File: src/rtl/uart_tx_frame.sv
`default_nettype none
// ============================================================================
// Module      : uart_tx_frame
// Description : Transmit-side UART framer. A byte offered with a one-cycle
//               valid strobe while idle is latched and sent as one frame:
//               start bit (0), DATA_WIDTH data bits LSB-first, an optional
//               parity bit, then one stop bit (1). One clock is one bit period.
//
// Ports       : CLK_UART_TX        in   TX bit clock, rising edge
//               RST_UART_TX        in   asynchronous active-low reset
//               P_DATA_UART_TX     in   payload, sampled on an accepted strobe
//               DATA_VALID_UART_TX in   single-cycle request strobe
//               PAR_EN_UART_TX     in   1 = insert parity bit
//               PAR_TYP_UART_TX    in   0 = even parity, 1 = odd parity
//               TX_OUT_UART_TX     out  serial line, idles high (registered)
//               BUSY_UART_TX       out  high from start bit through stop bit
//                                       (registered)
// Revision    : 1.0 - initial release
// ============================================================================
module uart_tx_frame #(
    parameter int DATA_WIDTH = 8
) (
    input  logic                  CLK_UART_TX,
    input  logic                  RST_UART_TX,
    input  logic [DATA_WIDTH-1:0] P_DATA_UART_TX,
    input  logic                  DATA_VALID_UART_TX,
    input  logic                  PAR_EN_UART_TX,
    input  logic                  PAR_TYP_UART_TX,
    output logic                  TX_OUT_UART_TX,
    output logic                  BUSY_UART_TX
);

    localparam int c_IDX_W = (DATA_WIDTH > 1) ? $clog2(DATA_WIDTH) : 1;
    localparam logic [c_IDX_W-1:0] c_LAST_IDX = c_IDX_W'(DATA_WIDTH - 1);

    localparam logic [2:0] c_ST_IDLE   = 3'd0;
    localparam logic [2:0] c_ST_START  = 3'd1;
    localparam logic [2:0] c_ST_DATA   = 3'd2;
    localparam logic [2:0] c_ST_PARITY = 3'd3;
    localparam logic [2:0] c_ST_STOP   = 3'd4;

    logic [2:0]            r_state;
    logic [2:0]            w_state_next;
    logic [DATA_WIDTH-1:0] r_data;
    logic                  r_par_en;
    logic                  r_par_typ;
    logic [c_IDX_W-1:0]    r_bit_idx;
    logic                  w_accept;
    logic                  w_last_bit;
    logic                  w_parity;
    logic                  w_tx_next;
    logic                  w_busy_next;

    assign w_accept   = (r_state == c_ST_IDLE) && DATA_VALID_UART_TX;
    assign w_last_bit = (r_bit_idx == c_LAST_IDX);
    // Even parity bit equals the XOR of the data; odd parity is its inverse.
    assign w_parity   = r_par_typ ? ~(^r_data) : (^r_data);

    // ------------------------------------------------------------------
    // State register
    // ------------------------------------------------------------------
    always_ff @(posedge CLK_UART_TX or negedge RST_UART_TX) begin
        if (!RST_UART_TX) begin
            r_state <= c_ST_IDLE;
        end else begin
            r_state <= w_state_next;
        end
    end

    // ------------------------------------------------------------------
    // Next-state logic
    // ------------------------------------------------------------------
    always_comb begin
        w_state_next = r_state;
        case (r_state)
            c_ST_IDLE:   if (w_accept) w_state_next = c_ST_START;
            c_ST_START:  w_state_next = c_ST_DATA;
            c_ST_DATA: begin
                if (w_last_bit) begin
                    w_state_next = r_par_en ? c_ST_PARITY : c_ST_STOP;
                end
            end
            c_ST_PARITY: w_state_next = c_ST_STOP;
            c_ST_STOP:   w_state_next = c_ST_IDLE;
            default:     w_state_next = c_ST_IDLE;
        endcase
    end

    // ------------------------------------------------------------------
    // Output decode. The line value for the current state is registered
    // one cycle later, which gives the one-cycle strobe-to-start latency
    // and keeps the pad free of decode glitches.
    // ------------------------------------------------------------------
    always_comb begin
        w_tx_next   = 1'b1;
        w_busy_next = 1'b0;
        case (r_state)
            c_ST_IDLE: begin
                w_tx_next   = 1'b1;
                w_busy_next = 1'b0;
            end
            c_ST_START: begin
                w_tx_next   = 1'b0;
                w_busy_next = 1'b1;
            end
            c_ST_DATA: begin
                w_tx_next   = r_data[r_bit_idx];
                w_busy_next = 1'b1;
            end
            c_ST_PARITY: begin
                w_tx_next   = w_parity;
                w_busy_next = 1'b1;
            end
            c_ST_STOP: begin
                w_tx_next   = 1'b1;
                w_busy_next = 1'b1;
            end
            default: begin
                w_tx_next   = 1'b1;
                w_busy_next = 1'b0;
            end
        endcase
    end

    always_ff @(posedge CLK_UART_TX or negedge RST_UART_TX) begin
        if (!RST_UART_TX) begin
            TX_OUT_UART_TX <= 1'b1;
            BUSY_UART_TX   <= 1'b0;
        end else begin
            TX_OUT_UART_TX <= w_tx_next;
            BUSY_UART_TX   <= w_busy_next;
        end
    end

    // ------------------------------------------------------------------
    // Frame capture: payload and configuration are frozen at acceptance
    // so input changes during a frame cannot corrupt it.
    // ------------------------------------------------------------------
    always_ff @(posedge CLK_UART_TX or negedge RST_UART_TX) begin
        if (!RST_UART_TX) begin
            r_data    <= '0;
            r_par_en  <= 1'b0;
            r_par_typ <= 1'b0;
        end else if (w_accept) begin
            r_data    <= P_DATA_UART_TX;
            r_par_en  <= PAR_EN_UART_TX;
            r_par_typ <= PAR_TYP_UART_TX;
        end
    end

    // ------------------------------------------------------------------
    // Bit index: held at zero outside DATA, so it is zero on entry, and
    // cleared on the last data bit instead of wrapping.
    // ------------------------------------------------------------------
    always_ff @(posedge CLK_UART_TX or negedge RST_UART_TX) begin
        if (!RST_UART_TX) begin
            r_bit_idx <= '0;
        end else if (r_state == c_ST_DATA) begin
            r_bit_idx <= w_last_bit ? '0 : r_bit_idx + 1'b1;
        end else begin
            r_bit_idx <= '0;
        end
    end

endmodule
`default_nettype wire

File: config.mk
export PLATFORM = sky130hd
export DESIGN_NAME = uart_tx_frame
export DESIGN_NICKNAME = d
export VERILOG_FILES = /design/src/rtl/uart_tx_frame.sv
export SDC_FILE = /design/constraint.sdc
export NUM_CORES = 1
export LEC_CHECK = 0
export CORE_MARGIN = 4
export CORE_UTILIZATION = 50
export CTS_CLUSTER_DIAMETER = 50
export DETAILED_ROUTE_END_ITERATION = 7
export GPL_TIMING_DRIVEN = 0
export PLACE_DENSITY = 0.8
export RECOVER_POWER = 100
export SLEW_MARGIN = 20
export SYNTH_ARGS = -nofsm -noshare
export SYNTH_HDL_FRONTEND = slang
export SYNTH_SLANG_ARGS = --single-unit
File: constraint.sdc
create_clock -name CLK_UART_TX -period 1.8 [get_ports CLK_UART_TX]
set_input_delay 0.36 -clock CLK_UART_TX [delete_from_list [all_inputs] [get_ports CLK_UART_TX]]
set_output_delay 0.36 -clock CLK_UART_TX [all_outputs]
set_load 0.005 [all_outputs]
==> qor.yml, run 1 <==
status: "complete, no violations"
required_ns: 1.44
place.gp.congestion: 0.794
drv_cap: 0
cts_root_buf: "clkbuf_4"
crit_start: "TX_OUT_UART_TX"
yosys.area.top_type_share_pct: 49.6
io_pins: 15
dieArea_sq_mm: 0.00244
dpl_cell_area_sq_mm: 0.00102
via_count: 542
finalSetupViolations: 0
die_h_microns: 49.4
min_period_ns: 1.66
yosysWarnings: 0
finalClockSkew_ns: 0.00155
fp-row-count: 14
fin_nets: 98
viasPerCell: 5.53
drtAntennaViolNets: 0
clk_latency_ns: 0.28
synth_edf_count: 0
hold_end: "r_bit_idx[0]"
layout-drive-gt1-share_pct: 23.2
wl_per_cell_microns: 13.2
timing.final.crit_share_pct: 91.9
yosysSeqAreaShare_pct: 52.6
path_buf_inv: 1
drt-initial-drc-count: 8
ir_drop_mv: 1.15
utilization_pct: 67.0
drt_wl_total_mm: 1.30
dpl.hpwl_mm: 1.01
finalHoldViolCount: 0
syn_inst: 64
drt-pass1-iter-count: 4
slew_viol_final: 0
cp_top_family: "flip-flops"
holdBufCountCts: 0
synth.area.top_cells: "dfrtp_1 (50%), mux2_2 (13%), mux4_1 (6.1%)"
grt_pass1_wl_mm: 2.42
antenna_found_initial: 0
overflow: 0
core-area_sq_mm: 0.00156
grt_pass1_vias: 536
clk_path_buf_depth: 2
max_freq_ghz: 0.604
ys_async_sr_fraction_pct: 100
holdCritStartpoint: "r_bit_idx[0]"
crit_path_max_fanout: 1
synthesis.area_sq_um: 858
cts_resized: 0
power_density_mw_per_mm2: 1660
syn_area_per_cell_sq_um: 13.4
whs_path_depth: 1
tightest_slew_ns: 0.796
post-cts-setup-buffer-count: 0
slowest_stage: "dfstp_2"
ys_types: 24
ys_ff_latch: 18
grtUsageTotal_pct: 13.2
synth_nets: 79
yosysMostFrequentCell: "dfrtp_1"
fin_area_sq_mm: 0.00104
cts_tree: "yes"
synth_common_cells: "dfrtp_1 (17), mux2_2 (10), xnor2_1 (5)"
fillCellCount: 118
crit_path_cell_trace: "clkdlybuf4s50_1"
post-route-drc-count: 0
crit_arrival_ns: 1.30
die_w_microns: 49.4
clk_pin_slew_ns: 0.10
rr_startpoint: "r_state[2]"
cts_buffers: 3
r2r_cells: 5
path_class: "flip-flop to output pin"
clock-sinks: 18
reg2reg_to: "r_data[6]"
synth_top_area_cell: "dfrtp_1"
start_util_pct: 55.1
start_kind: "flip-flop"
ys.flop_type: "dfrtp_1"
htreeDepth: 1
p_leak_nw: 0.453
reg2reg_slack_ns: 0.17
port_buffers: 14
syn2layout_area_growth_pct: 21.7
end_kind: "output pin"
grt_max_degree: 19
slew_headroom_pct: 46.8
tns_ns: 0
max_stage_delay_ns: 0.53
min_path_type: "flip-flop to flip-flop"
rsz0062_at_grt: "false"
antenna_cells: 0
-- stage by stage --
step	power (mW)	hold WS, ns	std cells	setup slack (ns)
floorplan	1.37	0.0644	64	0.353
CTS	1.77	0.491	98	0.130
global placement	1.55	0.473	94	-0.0701
finish	1.74	0.490	98	0.145
detailed placement	1.57	0.477	94	-0.0867
global route	1.90	0.514	98	0.0607
-- cell families (layout without fill, tap and decap cells) --
| group | Yosys count | count (layout) | share of synthesized area [%] |
|---|---|---|---|
| and+or+nand+nor | 16 | 16 | 10.6 |
| DFF | 18 | 18 | 52.6 |
| xor gates and xnor gates | 7 | 7 | 8.89 |
| AOI/OAI and AO/OA | 6 | 6 | 4.08 |
| buffers and inverters | 3 | 21 | 1.60 |
| muxes | 12 | 12 | 19.2 |
| adders and majority gates | 2 | 2 | 2.91 |
-- registers in the layout (all words and copies together), names as in the netlist --
register	count
r_data	8
r_bit_idx	3
r_state	3
BUSY_UART_TX	1
TX_OUT_UART_TX	1
r_par_en	1
r_par_typ	1
-- worst max path at each step --
stage,endpoint,slack [ns],cells after the start
floorplan,TX_OUT_UART_TX,0.35,4
global placement,r_data[2],-0.07,5
detailed placement,r_data[6],-0.09,5
CTS,TX_OUT_UART_TX,0.13,1
global route,r_data[0],0.06,5
finish,TX_OUT_UART_TX,0.14,1
-- power by group --
group | leakage, nW | switching [mW] | internal, mW
Combinational | 0.218 | 0.272 | 0.522
Sequential | 0.220 | 0.148 | 0.594
Clock | 0.0150 | 0.118 | 0.0859
-- final cells by class --
class                           count  area (sq um)  area share [%]
Sequential cell                    18           452            43.2
Multi-Input combinational cell     43           393            37.6
Timing Repair Buffer               14           140            13.4
Clock buffer                        4          26.3            2.51
Tap cell                           16          20.0            1.92
Buffer                              2          10.0           0.958
Inverter                            1          3.75           0.359
-- per-layer routing --
metal | GRT usage [%] | routed length [microns]
met5 | 0 | 0
met1 | 16.3 | 602
met2 | 20.5 | 617
met3 | 4.28 | 63
met4 | 6.91 | 13
-- layout by cell type, fill, tap and decap left out, types with 3 or more instances in the layout --
| cell type | Yosys | routed |
|---|---|---|
| nor2_1 | 3 | 3 |
| clkbuf_4 | 0 | 3 |
| dfrtp_1 | 17 | 17 |
| nor3b_1 | 3 | 3 |
| clkdlybuf4s50_1 | 0 | 12 |
| mux2_2 | 10 | 10 |
| xnor2_1 | 5 | 5 |
| nand2_1 | 3 | 3 |
Note: power is estimated with default switching activity, not from simulation.
==> run 2, diff against run 1 <==
--- a/config.mk
+++ b/config.mk
@@ -5,12 +5,12 @@
 export SDC_FILE = /design/constraint.sdc
 export NUM_CORES = 1
 export LEC_CHECK = 0
-export CORE_MARGIN = 4
-export CORE_UTILIZATION = 50
+export CORE_MARGIN = 5
+export CORE_UTILIZATION = 54
 export CTS_CLUSTER_DIAMETER = 50
 export DETAILED_ROUTE_END_ITERATION = 7
 export GPL_TIMING_DRIVEN = 0
-export PLACE_DENSITY = 0.8
+export PLACE_DENSITY = 0.85
 export RECOVER_POWER = 100
 export SLEW_MARGIN = 20
 export SYNTH_ARGS = -nofsm -noshare
==> constraint.sdc (replaced) <==
create_clock -name CLK_UART_TX -period 2.11 [get_ports CLK_UART_TX]
set_input_delay 0.422 -clock CLK_UART_TX [delete_from_list [all_inputs] [get_ports CLK_UART_TX]]
set_output_delay 0.422 -clock CLK_UART_TX [all_outputs]
set_load 0.005 [all_outputs]
==> qor.yml, run 2 (same netlist as run 1, synthesis figures left out) <==
drtAntennaViolNets: 0  # unchanged
grt_max_degree: 19  # unchanged
cts_buffers: 3  # unchanged
mostFrequentLayoutCell: "dfrtp_1"  # unchanged
largest_register: "r_data"  # unchanged
port_buffers: 14  # unchanged
viasPerCell: 5.82  # was 5.53
min_period_ns: 1.86
drt_wl_total_mm: 1.45  # was 1.30 mm
dieArea_sq_mm: 0.00249  # was 0.00244 sq mm
die_w_microns: 49.9  # was 49.4 microns
crit_path_max_fanout: 10  # was 1
largestRegisters: "r_data: 8 flops, r_bit_idx: 3 flops, r_state: 3 flops"  # unchanged
slew_viol_final: 0  # unchanged
finalClockSkew_ns: 0.00129  # was 0.00155 ns
finalHoldViolCount: 0  # unchanged
grtUsageTotal_pct: 14.6  # was 13.2%
drt-pass1-iter-count: 4  # unchanged
timing.final.crit_share_pct: 88.1
rsz0062_at_grt: "false"  # unchanged
ir_drop_mv: 0.838  # was 1.15 mV
finalSetupViolations: 0  # unchanged
post-cts-setup-buffer-count: 0  # unchanged
wl_per_cell_microns: 14.8  # was 13.2 microns
required_ns: 2.29  # was 1.44 ns
drv_cap: 0  # unchanged
power_density_mw_per_mm2: 1450  # was 1660 mW/mm^2
finalNonFillerCells: 98  # unchanged
cts_resized: 0  # unchanged
p_leak_nw: 0.455  # was 0.453 nW
holdBufCountCts: 0  # unchanged
crit_arrival_ns: 2.04  # was 1.30 ns
grt_pass1_wl_mm: 2.77  # was 2.42 mm
path_class: "input pin to flip-flop"  # was flip-flop to output pin
cts_root_buf: "clkbuf_4"  # unchanged
overflow: 0  # unchanged
fin_nets: 98  # unchanged
largest_reg_flops: 8  # unchanged
cts_tree: "yes"  # unchanged
end_kind: "flip-flop"  # was output pin
clk_path_buf_depth: 2  # unchanged
start_kind: "input pin"  # was flip-flop
post-route-drc-count: 0  # unchanged
io_pins: 15  # unchanged
place.gp.congestion: 0.730  # was 0.794
clk_latency_ns: 0.29  # was 0.28 ns
reg2reg_slack_ns: 0.26  # was 0.17 ns
syn2layout_area_growth_pct: 22.7  # was 21.7%
grt_pass1_vias: 618  # was 536
status: "complete, no violations"  # unchanged
dp.cells: 94  # unchanged
slew_headroom_pct: 47.8  # was 46.8%
max_freq_ghz: 0.538
clk_pin_slew_ns: 0.09  # was 0.10 ns
tightest_slew_ns: 0.781  # was 0.796 ns
dpl_cell_area_sq_mm: 0.00102  # unchanged
via_count: 570  # was 542
fp-row-count: 14  # unchanged
fin_area_sq_mm: 0.00105  # was 0.00104 sq mm
core-area_sq_mm: 0.00151  # was 0.00156 sq mm
clock-sinks: 18  # unchanged
drt-initial-drc-count: 6  # was 8
slowest_stage: "clkdlybuf4s50_1"  # was dfstp_2
final_cell_mix: "dfrtp_1 (17), clkdlybuf4s50_1 (11), mux2_2 (10), xnor2_1 (5)"  # was dfrtp_1 (17), clkdlybuf4s50_1 (12), mux2_2 (10), xnor2_1 (5)
tns_ns: 0  # unchanged
antenna_cells: 0  # unchanged
start_util_pct: 57.0  # was 55.1%
htreeDepth: 1  # unchanged
min_path_type: "flip-flop to flip-flop"  # unchanged
max_stage_delay_ns: 0.44  # was 0.53 ns
crit_path_cell_trace: "clkdlybuf4s50_1 -> nor2b_1 -> and2_0 -> clkbuf_1 -> mux2_2"  # was clkdlybuf4s50_1
dpl.hpwl_mm: 1.14  # was 1.01 mm
die_h_microns: 49.9  # was 49.4 microns
antenna_found_initial: 0  # unchanged
layout-drive-gt1-share_pct: 23.2  # unchanged
run 2: cell count changes in the layout (fill, tap and decap cells not counted), sizes merged:
| cell | delta |
|---|---|
| buf | -1 |
| clkbuf | +1 |
| clkdlybuf4s50 | -1 |
| dlygate4sd3 | +1 |
run 2: final timing paths:
kind                                 to               start  cells past startpoint
setup / recovery              r_data[5]  DATA_VALID_UART_TX                      5
hold / removal             r_bit_idx[0]        r_bit_idx[0]                      1
setup reg to reg              r_data[5]          r_state[2]                      5
hold reg to reg            r_bit_idx[0]        r_bit_idx[0]                      1
max in group asynchronous     r_data[2]         RST_UART_TX                      1
min in group asynchronous     r_par_typ         RST_UART_TX                      1
run 2: critical path, delay by kind of cell:
| family | cells | cell delay, ns |
|---|---|---|
| buffers and inverters | 2 | 0.87 |
| multiplexers | 1 | 0.40 |
| AND/OR/NAND/NOR | 2 | 0.33 |
run 2: area by class of cell:
| class | instances | area (sq um) |
|---|---|---|
| buffer | 2 | 8.76 |
| clock buffer | 4 | 36.3 |
| fill | 120 | 453 |
| inverter | 1 | 3.75 |
| multi-input combinational | 43 | 393 |
| sequential | 18 | 452 |
| tap | 16 | 20.0 |
| timing repair buffer | 14 | 140 |
run 2: power breakdown:
part / switching, mW / internal [mW] / total [mW] / leakage (nW)
Clock: 0.0984 / 0.105 / 0.204 / 0.0210
Sequential: 0.135 / 0.507 / 0.642 / 0.220
Combinational: 0.241 / 0.440 / 0.681 / 0.214
Total: 0.474 / 1.05 / 1.53 / 0.455
run 2: through the flow:
step	worst slack, ns	utilization (%)	hold slack [ns]	power (mW)
after floorplan	0.663	-	0.126	1.17
after global placement	0.179	67.6	0.469	1.31
after detailed placement	0.176	67.6	0.488	1.35
after CTS	0.373	70.0	0.502	1.56
after global routing	0.176	69.9	0.522	1.67
final	0.252	69.9	0.500	1.53
run 2: routing by layer:
| layer | wire length, microns | global-route usage [%] |
|---|---|---|
| met1 | 587 | 18.0 |
| met2 | 759 | 23.7 |
| met3 | 78 | 3.61 |
| met4 | 22 | 6.55 |
| met5 | 0 | 0 |
==> run 3, diff against run 2 <==
==> constraint.sdc (replaced) <==
create_clock -name CLK_UART_TX -period 2.25 [get_ports CLK_UART_TX]
set_input_delay 0.45 -clock CLK_UART_TX [delete_from_list [all_inputs] [get_ports CLK_UART_TX]]
set_output_delay 0.45 -clock CLK_UART_TX [all_outputs]
set_load 0.005 [all_outputs]
==> qor.yml, run 3 (same netlist as run 1, synthesis figures left out) <==
status: "complete, no violations"  # unchanged
dieArea_sq_mm: 0.00249  # unchanged
grt_pass1_vias: 618  # unchanged
post-cts-setup-buffer-count: 0  # unchanged
antenna_found_initial: 0  # unchanged
grtUsageTotal_pct: 14.6  # unchanged
slew_headroom_pct: 47.8  # unchanged
ir_drop_mv: 0.786  # was 0.838 mV
post-route-drc-count: 0  # unchanged
grt_max_degree: 19  # unchanged
clk_path_buf_depth: 2  # unchanged
hold_end: "r_bit_idx[0]"  # unchanged
final-seq-area_sq_um: 452  # unchanged
path_class: "input pin to flip-flop"  # unchanged
io_pins: 15  # unchanged
place.gp.congestion: 0.730  # unchanged
multi_input_area_sq_um: 393  # unchanged
power_density_mw_per_mm2: 1360  # was 1450 mW/mm^2
cts_root_buf: "clkbuf_4"  # unchanged
via_count: 570  # unchanged
finalSetupViolations: 0  # unchanged
tns_ns: 0  # unchanged
reg2reg_to: "r_data[5]"  # unchanged
largestRegisters: "r_data: 8 flops, r_bit_idx: 3 flops, r_state: 3 flops"  # unchanged
drt-pass1-iter-count: 4  # unchanged
clk_latency_ns: 0.29  # about the same
dpl.hpwl_mm: 1.14  # unchanged
fp-row-count: 14  # unchanged
design_power_total_mw: 1.43  # was 1.53 mW
finalHoldViolCount: 0  # unchanged
die_h_microns: 49.9  # unchanged
required_ns: 2.43  # was 2.29 ns
holdBufCountCts: 0  # unchanged
htreeDepth: 1  # unchanged
fin_nets: 98  # unchanged
syn2layout_area_growth_pct: 22.6  # was 22.7%
fin_area_sq_mm: 0.00105  # about the same
final_cell_mix: "dfrtp_1 (17), clkdlybuf4s50_1 (11), mux2_2 (10), xnor2_1 (5)"  # unchanged
cts_buffers: 3  # unchanged
drt-initial-drc-count: 6  # unchanged
reg2reg_slack_ns: 0.37  # was 0.26 ns
p_leak_nw: 0.451  # was 0.455 nW
tightest_slew_ns: 0.781  # unchanged
whs_path_depth: 1  # unchanged
die_w_microns: 49.9  # unchanged
layout-drive-gt1-share_pct: 22.0  # was 23.2%
slew_viol_final: 0  # unchanged
largest_reg_flops: 8  # unchanged
finalClockSkew_ns: 0.00130  # was 0.00129 ns
crit_path_max_fanout: 10  # unchanged
cts_tree: "yes"  # unchanged
clk_pin_slew_ns: 0.09  # about the same
max_freq_ghz: 0.530
finalNonFillerCells: 98  # unchanged
drtAntennaViolNets: 0  # unchanged
drt_wl_total_mm: 1.45  # unchanged
rsz0062_at_grt: "false"  # unchanged
start_util_pct: 57.0  # unchanged
clock-sinks: 18  # unchanged
mostFrequentLayoutCell: "dfrtp_1"  # unchanged
cts_resized: 0  # unchanged
min_path_type: "flip-flop to flip-flop"  # unchanged
min_period_ns: 1.89
wl_per_cell_microns: 14.8  # unchanged
fillCellCount: 121  # was 120
core-area_sq_mm: 0.00151  # unchanged
overflow: 0  # unchanged
crit_arrival_ns: 2.07  # was 2.04 ns
start_kind: "input pin"  # unchanged
dpl_cell_area_sq_mm: 0.00102  # unchanged
port_buffers: 14  # unchanged
timing.final.crit_share_pct: 83.8
viasPerCell: 5.82  # unchanged
grt_pass1_wl_mm: 2.77  # unchanged
holdCritStartpoint: "r_bit_idx[0]"  # unchanged
rr_startpoint: "r_state[2]"  # unchanged
antenna_cells: 0  # unchanged
dp.cells: 94  # unchanged
end_kind: "flip-flop"  # unchanged
drv_cap: 0  # unchanged
r2r_cells: 5  # unchanged
largest_register: "r_data"  # unchanged
run 3: cell types whose count changed in the layout (fill, tap and decap cells not counted):
cell,change
clkbuf_1,+1
clkbuf_2,-1
run 3: worst max path at each step:
stage,slack (ns),cells past startpoint,endpoint,startpoint
2_1_floorplan,0.80,4,TX_OUT_UART_TX,r_bit_idx[1]
3_3_place_gp,0.29,5,r_data[0],DATA_VALID_UART_TX
3_5_place_dp,0.29,5,r_data[4],DATA_VALID_UART_TX
4_1_cts,0.48,1,TX_OUT_UART_TX,TX_OUT_UART_TX
5_1_grt,0.27,5,r_data[0],r_state[2]
6_report,0.36,5,r_data[5],DATA_VALID_UART_TX
run 3: routing by layer:
layer  track usage [%]  routed length [microns]
met1              18.0                      587
met2              23.7                      759
met3              3.61                       78
met4              6.55                       22
met5                 0                        0
run 3: through the flow:
stage	hold slack (ns)	worst slack [ns]	util, %
global placement	0.469	0.291	67.6
finish	0.500	0.364	69.9
global route	0.522	0.272	69.9
CTS	0.502	0.485	70.0
detailed placement	0.488	0.288	67.6
floorplan	0.154	0.803	-
run 3: worst max-delay path: stages:
cell,delay (ns)
clkdlybuf4s50_1,0.44
nor2b_1,0.14
and2_0,0.19
clkbuf_1,0.43
mux2_2,0.40
run 3: report_power, final:
group          leakage, nW  total [mW]  internal [mW]  switching (mW)
combinational        0.210       0.637          0.412           0.226
sequential           0.220       0.602          0.476           0.127
clock               0.0210       0.191         0.0986          0.0923
run 3: area by class of cell:
class	count	share of cell area, %
plain buffers	2	0.713
clock buffers	4	3.45
inverters	1	0.357
multi-input cells	43	37.3
flip-flops and latches	18	42.9
well taps	16	1.90
repair buffers	14	13.3
==> variant 1: new RTL, config.mk and constraints of run 1 <==
Set the parameter `DATA_WIDTH` to 16 (it was 8).
--- a/src/rtl/uart_tx_frame.sv
+++ b/src/rtl/uart_tx_frame.sv
@@ -19,5 +19,5 @@
 // ============================================================================
 module uart_tx_frame #(
-    parameter int DATA_WIDTH = 8
+    parameter int DATA_WIDTH = 16
 ) (
     input  logic                  CLK_UART_TX,
Interface: changed (resized P_DATA_UART_TX); port bits go from 15 to 23. No check against the original RTL was run, so the function may have changed too.
==> variant 1 against run 1 <==
  * Clock power increased by 25%
  * Worst setup slack got worse by 72 ps
  * Synthesized area increased by 58%
  * Sequential cell count increased by 9
  * Power increased by 79%
  * Global-route usage increased by 1.2 points
  * Critical path type is now reg2reg
  * Routed wire length increased by 69%
  * Highest routed layer is now met3
  * First-iteration DRC count unchanged
  * Hold slack got worse by 150 ps
  * Non-clock buffer count increased by 8
  * Combinational power increased by 110%
  * Final area increased by 54%
==> variant 1: results (changes against run 1) <==
metric;value;unit;change
status;finished clean;;
irDropWorstVdd;1.24;mV;+8.3%
synth_commonest_cells;26 x dfrtp_1, 18 x mux2_2, 13 x xnor2_1, 11 x nor2_1, 4 x mux4_1;;
clk_pin_slew;140;ps;+40 ps
met3_usage;2.81;%;-1.5 points
p_int;2.10;mW;+74%
cp_slowest_stage_delay;490;ps;-40 ps
grtUsageMet1;16.2;%;-0.092 points
r2r_slack;70;ps;-100 ps
grt_pass1_vias;902;;+68%
clock_latency;310;ps;+30 ps
whs;337;ps;-153 ps
cpMaxStageDelayCell;mux4_2;;
place_area;0.00161;sq mm;+58%
powerComb;1.69;mW;+110%
grt_usage;14.5;%;+1.2 points
vias;818;;+51%
wl_met3;91;um;+44%
syn_to_final_growth;18.9;%;
place_ws;-309;ps;-222 ps
grt_max_degree;28;;+9
final_nets;144;;+47%
n_fill_cell;211;;+79%
slew_headroom;6.90;%;-40 points
io_buffers;22;;+8
synth.distinct_cells;26;;+8.3%
cp_max_fo;6;;+5
==> variant 1: cell types whose count changed in the layout (fill, tap and decap cells not counted), moves of 2 or more <==
cell	run 1	this run
xnor2_1	5	13
nor3_1	2	0
nor3b_1	3	0
nor2_1	3	11
clkdlybuf4s50_1	12	20
mux2_2	10	18
mux4_1	2	0
mux4_2	0	5
dfrtp_1	17	26
==> variant 1: kinds of logic (layout without fill, tap and decap cells) <==
kind of cell | Yosys count | after routing
buffers and inverters | 4 | 28
flip-flops | 27 | 27
AND/OR/NAND/NOR | 19 | 19
adder cells (fa/ha/maj) | 1 | 1
AO/OA/AOI/OAI | 7 | 7
XOR/XNOR | 15 | 15
multiplexers | 24 | 24
==> variant 1: final cells by class <==
| cell class | instances | share of cell area [%] |
|---|---|---|
| clock buffers | 4 | 1.63 |
| multi-input cells | 66 | 39.7 |
| plain buffers | 2 | 1.16 |
| well taps | 30 | 2.33 |
| flip-flops and latches | 27 | 41.9 |
| repair buffers | 22 | 13.3 |
==> variant 2: new RTL, config.mk and constraints of run 1 <==
Without the edit above. Register the inputs `P_DATA_UART_TX`, `DATA_VALID_UART_TX`, `PAR_EN_UART_TX` and `PAR_TYP_UART_TX` before use. The logic sees them one clock later. Comments in the files are not updated.
--- a/src/rtl/uart_tx_frame.sv
+++ b/src/rtl/uart_tx_frame.sv
@@ -40,4 +40,16 @@
     localparam logic [2:0] c_ST_STOP   = 3'd4;
 
+    logic [DATA_WIDTH-1:0] P_DATA_UART_TX_q;
+    logic DATA_VALID_UART_TX_q;
+    logic PAR_EN_UART_TX_q;
+    logic PAR_TYP_UART_TX_q;
+
+    always_ff @(posedge CLK_UART_TX) begin
+        P_DATA_UART_TX_q     <= P_DATA_UART_TX;
+        DATA_VALID_UART_TX_q <= DATA_VALID_UART_TX;
+        PAR_EN_UART_TX_q     <= PAR_EN_UART_TX;
+        PAR_TYP_UART_TX_q    <= PAR_TYP_UART_TX;
+    end
+
     logic [2:0]            r_state;
     logic [2:0]            w_state_next;
@@ -52,5 +64,5 @@
     logic                  w_busy_next;
 
-    assign w_accept   = (r_state == c_ST_IDLE) && DATA_VALID_UART_TX;
+    assign w_accept   = (r_state == c_ST_IDLE) && DATA_VALID_UART_TX_q;
     assign w_last_bit = (r_bit_idx == c_LAST_IDX);
     // Even parity bit equals the XOR of the data; odd parity is its inverse.
@@ -143,7 +155,7 @@
             r_par_typ <= 1'b0;
         end else if (w_accept) begin
-            r_data    <= P_DATA_UART_TX;
-            r_par_en  <= PAR_EN_UART_TX;
-            r_par_typ <= PAR_TYP_UART_TX;
+            r_data    <= P_DATA_UART_TX_q;
+            r_par_en  <= PAR_EN_UART_TX_q;
+            r_par_typ <= PAR_TYP_UART_TX_q;
         end
     end
Formal check against the unedited RTL: not equivalent (Yosys sat finds a counterexample within 4 cycles, from zero or initial values and one cycle with RST_UART_TX low).
==> variant 2 against run 1 <==
  * Die area up 21%
  * Sequential power up 35%
  * Hold slack worse by 31 ps
  * Synthesized area up 26%
  * Routed wire length up 22%
  * Sequential cell count up 11
  * Fmax down 2.3%
  * Final area up 25%
  * Power up 26%
  * Clock skew up 14 ps
  * Cell count up 28%
  * Register-to-register slack worse by 30 ps
  * Core utilization down 1.6 points
  * Worst setup slack worse by 39 ps
==> variant 2: results (changes against run 1) <==
metric;value;unit;change
ys.warnings.count;0;;unchanged
grtUsageMet1;14.3;%;-1.9 points
cts_root_buffer;clkbuf_4;;
met2_length;764;um;+24%
synth.avg_cell_area;14.2;sq um;+5.9%
cts_buffers;5;;+2
seq_area_frac_synth;62.2;%;+9.6 points
routed.top_layer;met4;;
wl_met3;119;um;+89%
routabilityCongestion;0.789;;-0.60%
cts_buffer_depth;2;;unchanged
status;finished clean;;
arrival;1330;ps;+30 ps
grt_pass1_vias;608;;+13%
async_flop_share;62.1;%;-38 points
cp_slowest_stage_delay;520;ps;
cp_max_fo;1;;unchanged
cts_setup_buffers;0;;unchanged
syn_nets;91;;+15%
routed_wl;1.58;mm;+22%
antenna_found_initial;0;;unchanged
wl_met1;659;um;+9.5%
crit_family;flip-flops;;
cpMaxStageDelayCell;dfstp_2;;
io_buffers;14;;unchanged
drive_gt1_share;20.4;%;-2.8 points
reg.largest.list;P_DATA_UART_TX_q x8, r_data x8;;
hold_path.class;reg2reg;;
r2r_cells;5;;unchanged
final_nets;112;;+14%
wl_per_cell;12.6;um;-4.7%
irDropWorstVdd;0.827;mV;-28%
leakage;0.564;nW;+24%
grt_pass1_wl;2.66;mm;+10%
synth_commonest_cells;17 x dfrtp_1, 11 x dfxtp_1, 10 x mux2_2, 5 x xnor2_1;;
synth-edff-count;0;;unchanged
hpwl;1.12;mm;+11%
grt_use_met2;21.7;%;+1.2 points
clock_latency;330;ps;+50 ps
vias;635;;+17%
fin_skew;15.4;ps;+13.8 ps
place_ws;267;ps;+354 ps
drt_iter0_drc;4;;-4
grt_max_degree;19;;unchanged
clk_pin_slew;90;ps;
place_inst;117;;+24%
synth.area.top_cells;dfrtp_1 39%, dfxtp_1 20%, mux2_2 10%;;
firstDrtPassIters;5;;+1
h-tree-depth;2;;+1
met3_usage;8.99;%;+4.7 points
max_slew.worst_pin.slew;800;ps;+4.38 ps
antenna_cells;0;;unchanged
worstHoldPathCells;1;;unchanged
postCtsResizedCells;0;;unchanged
synth.distinct_cells;28;;+17%
hold_buffers;0;;unchanged
grt_usage;14.3;%;+1.1 points
## variant 2: layout make-up
| class | instances | area (sq um) |
|---|---|---|
| Tap cell | 27 | 33.8 |
| Timing Repair Buffer | 14 | 140 |
| Fill cell | 159 | 692 |
| Sequential cell | 29 | 672 |
| Clock buffer | 8 | 58.8 |
| Inverter | 2 | 7.51 |
| Multi-Input combinational cell | 42 | 384 |
| Buffer | 3 | 13.8 |
## variant 2: logic make-up (layout without fill, tap and decap cells)
group	count (synthesis)	in the layout	share of synthesized area, %
buffers and inverters	5	27	2.20
adder cells (fa/ha/maj)	2	2	2.32
flip-flops	29	29	62.2
AO/OA/AOI/OAI	7	7	4.29
XOR/XNOR	7	7	6.95
AND/OR/NAND/NOR	13	13	6.14
multiplexers	13	13	15.9
## variant 2: worst paths after layout
path	from	endpoint	slack [ps]
worst max-delay path	TX_OUT_UART_TX	TX_OUT_UART_TX	110
worst min-delay path	P_DATA_UART_TX_q[4]	r_data[4]	460
worst max register to register	r_state[0]	r_data[2]	140
worst min register to register	P_DATA_UART_TX_q[4]	r_data[4]	460
max in group asynchronous	RST_UART_TX	r_data[2]	730
min in group asynchronous	RST_UART_TX	r_state[0]	560
## variant 2: power breakdown
part	internal, mW	total [mW]	switching, mW	leakage (nW)
combinational	0.500	0.793	0.293	0.219
clock	0.192	0.391	0.199	0.0326
sequential	0.852	0.999	0.148	0.312
total	1.54	2.18	0.640	0.564
## variant 2: metrics by stage
step	hold WS, ps	cell area (sq um)	power [mW]
global placement	418	1250	1.82
global route	475	1310	2.36
finish	459	1310	2.18
CTS	451	1310	2.25
detailed placement	446	1250	1.84
floorplan	64.4	1080	1.64
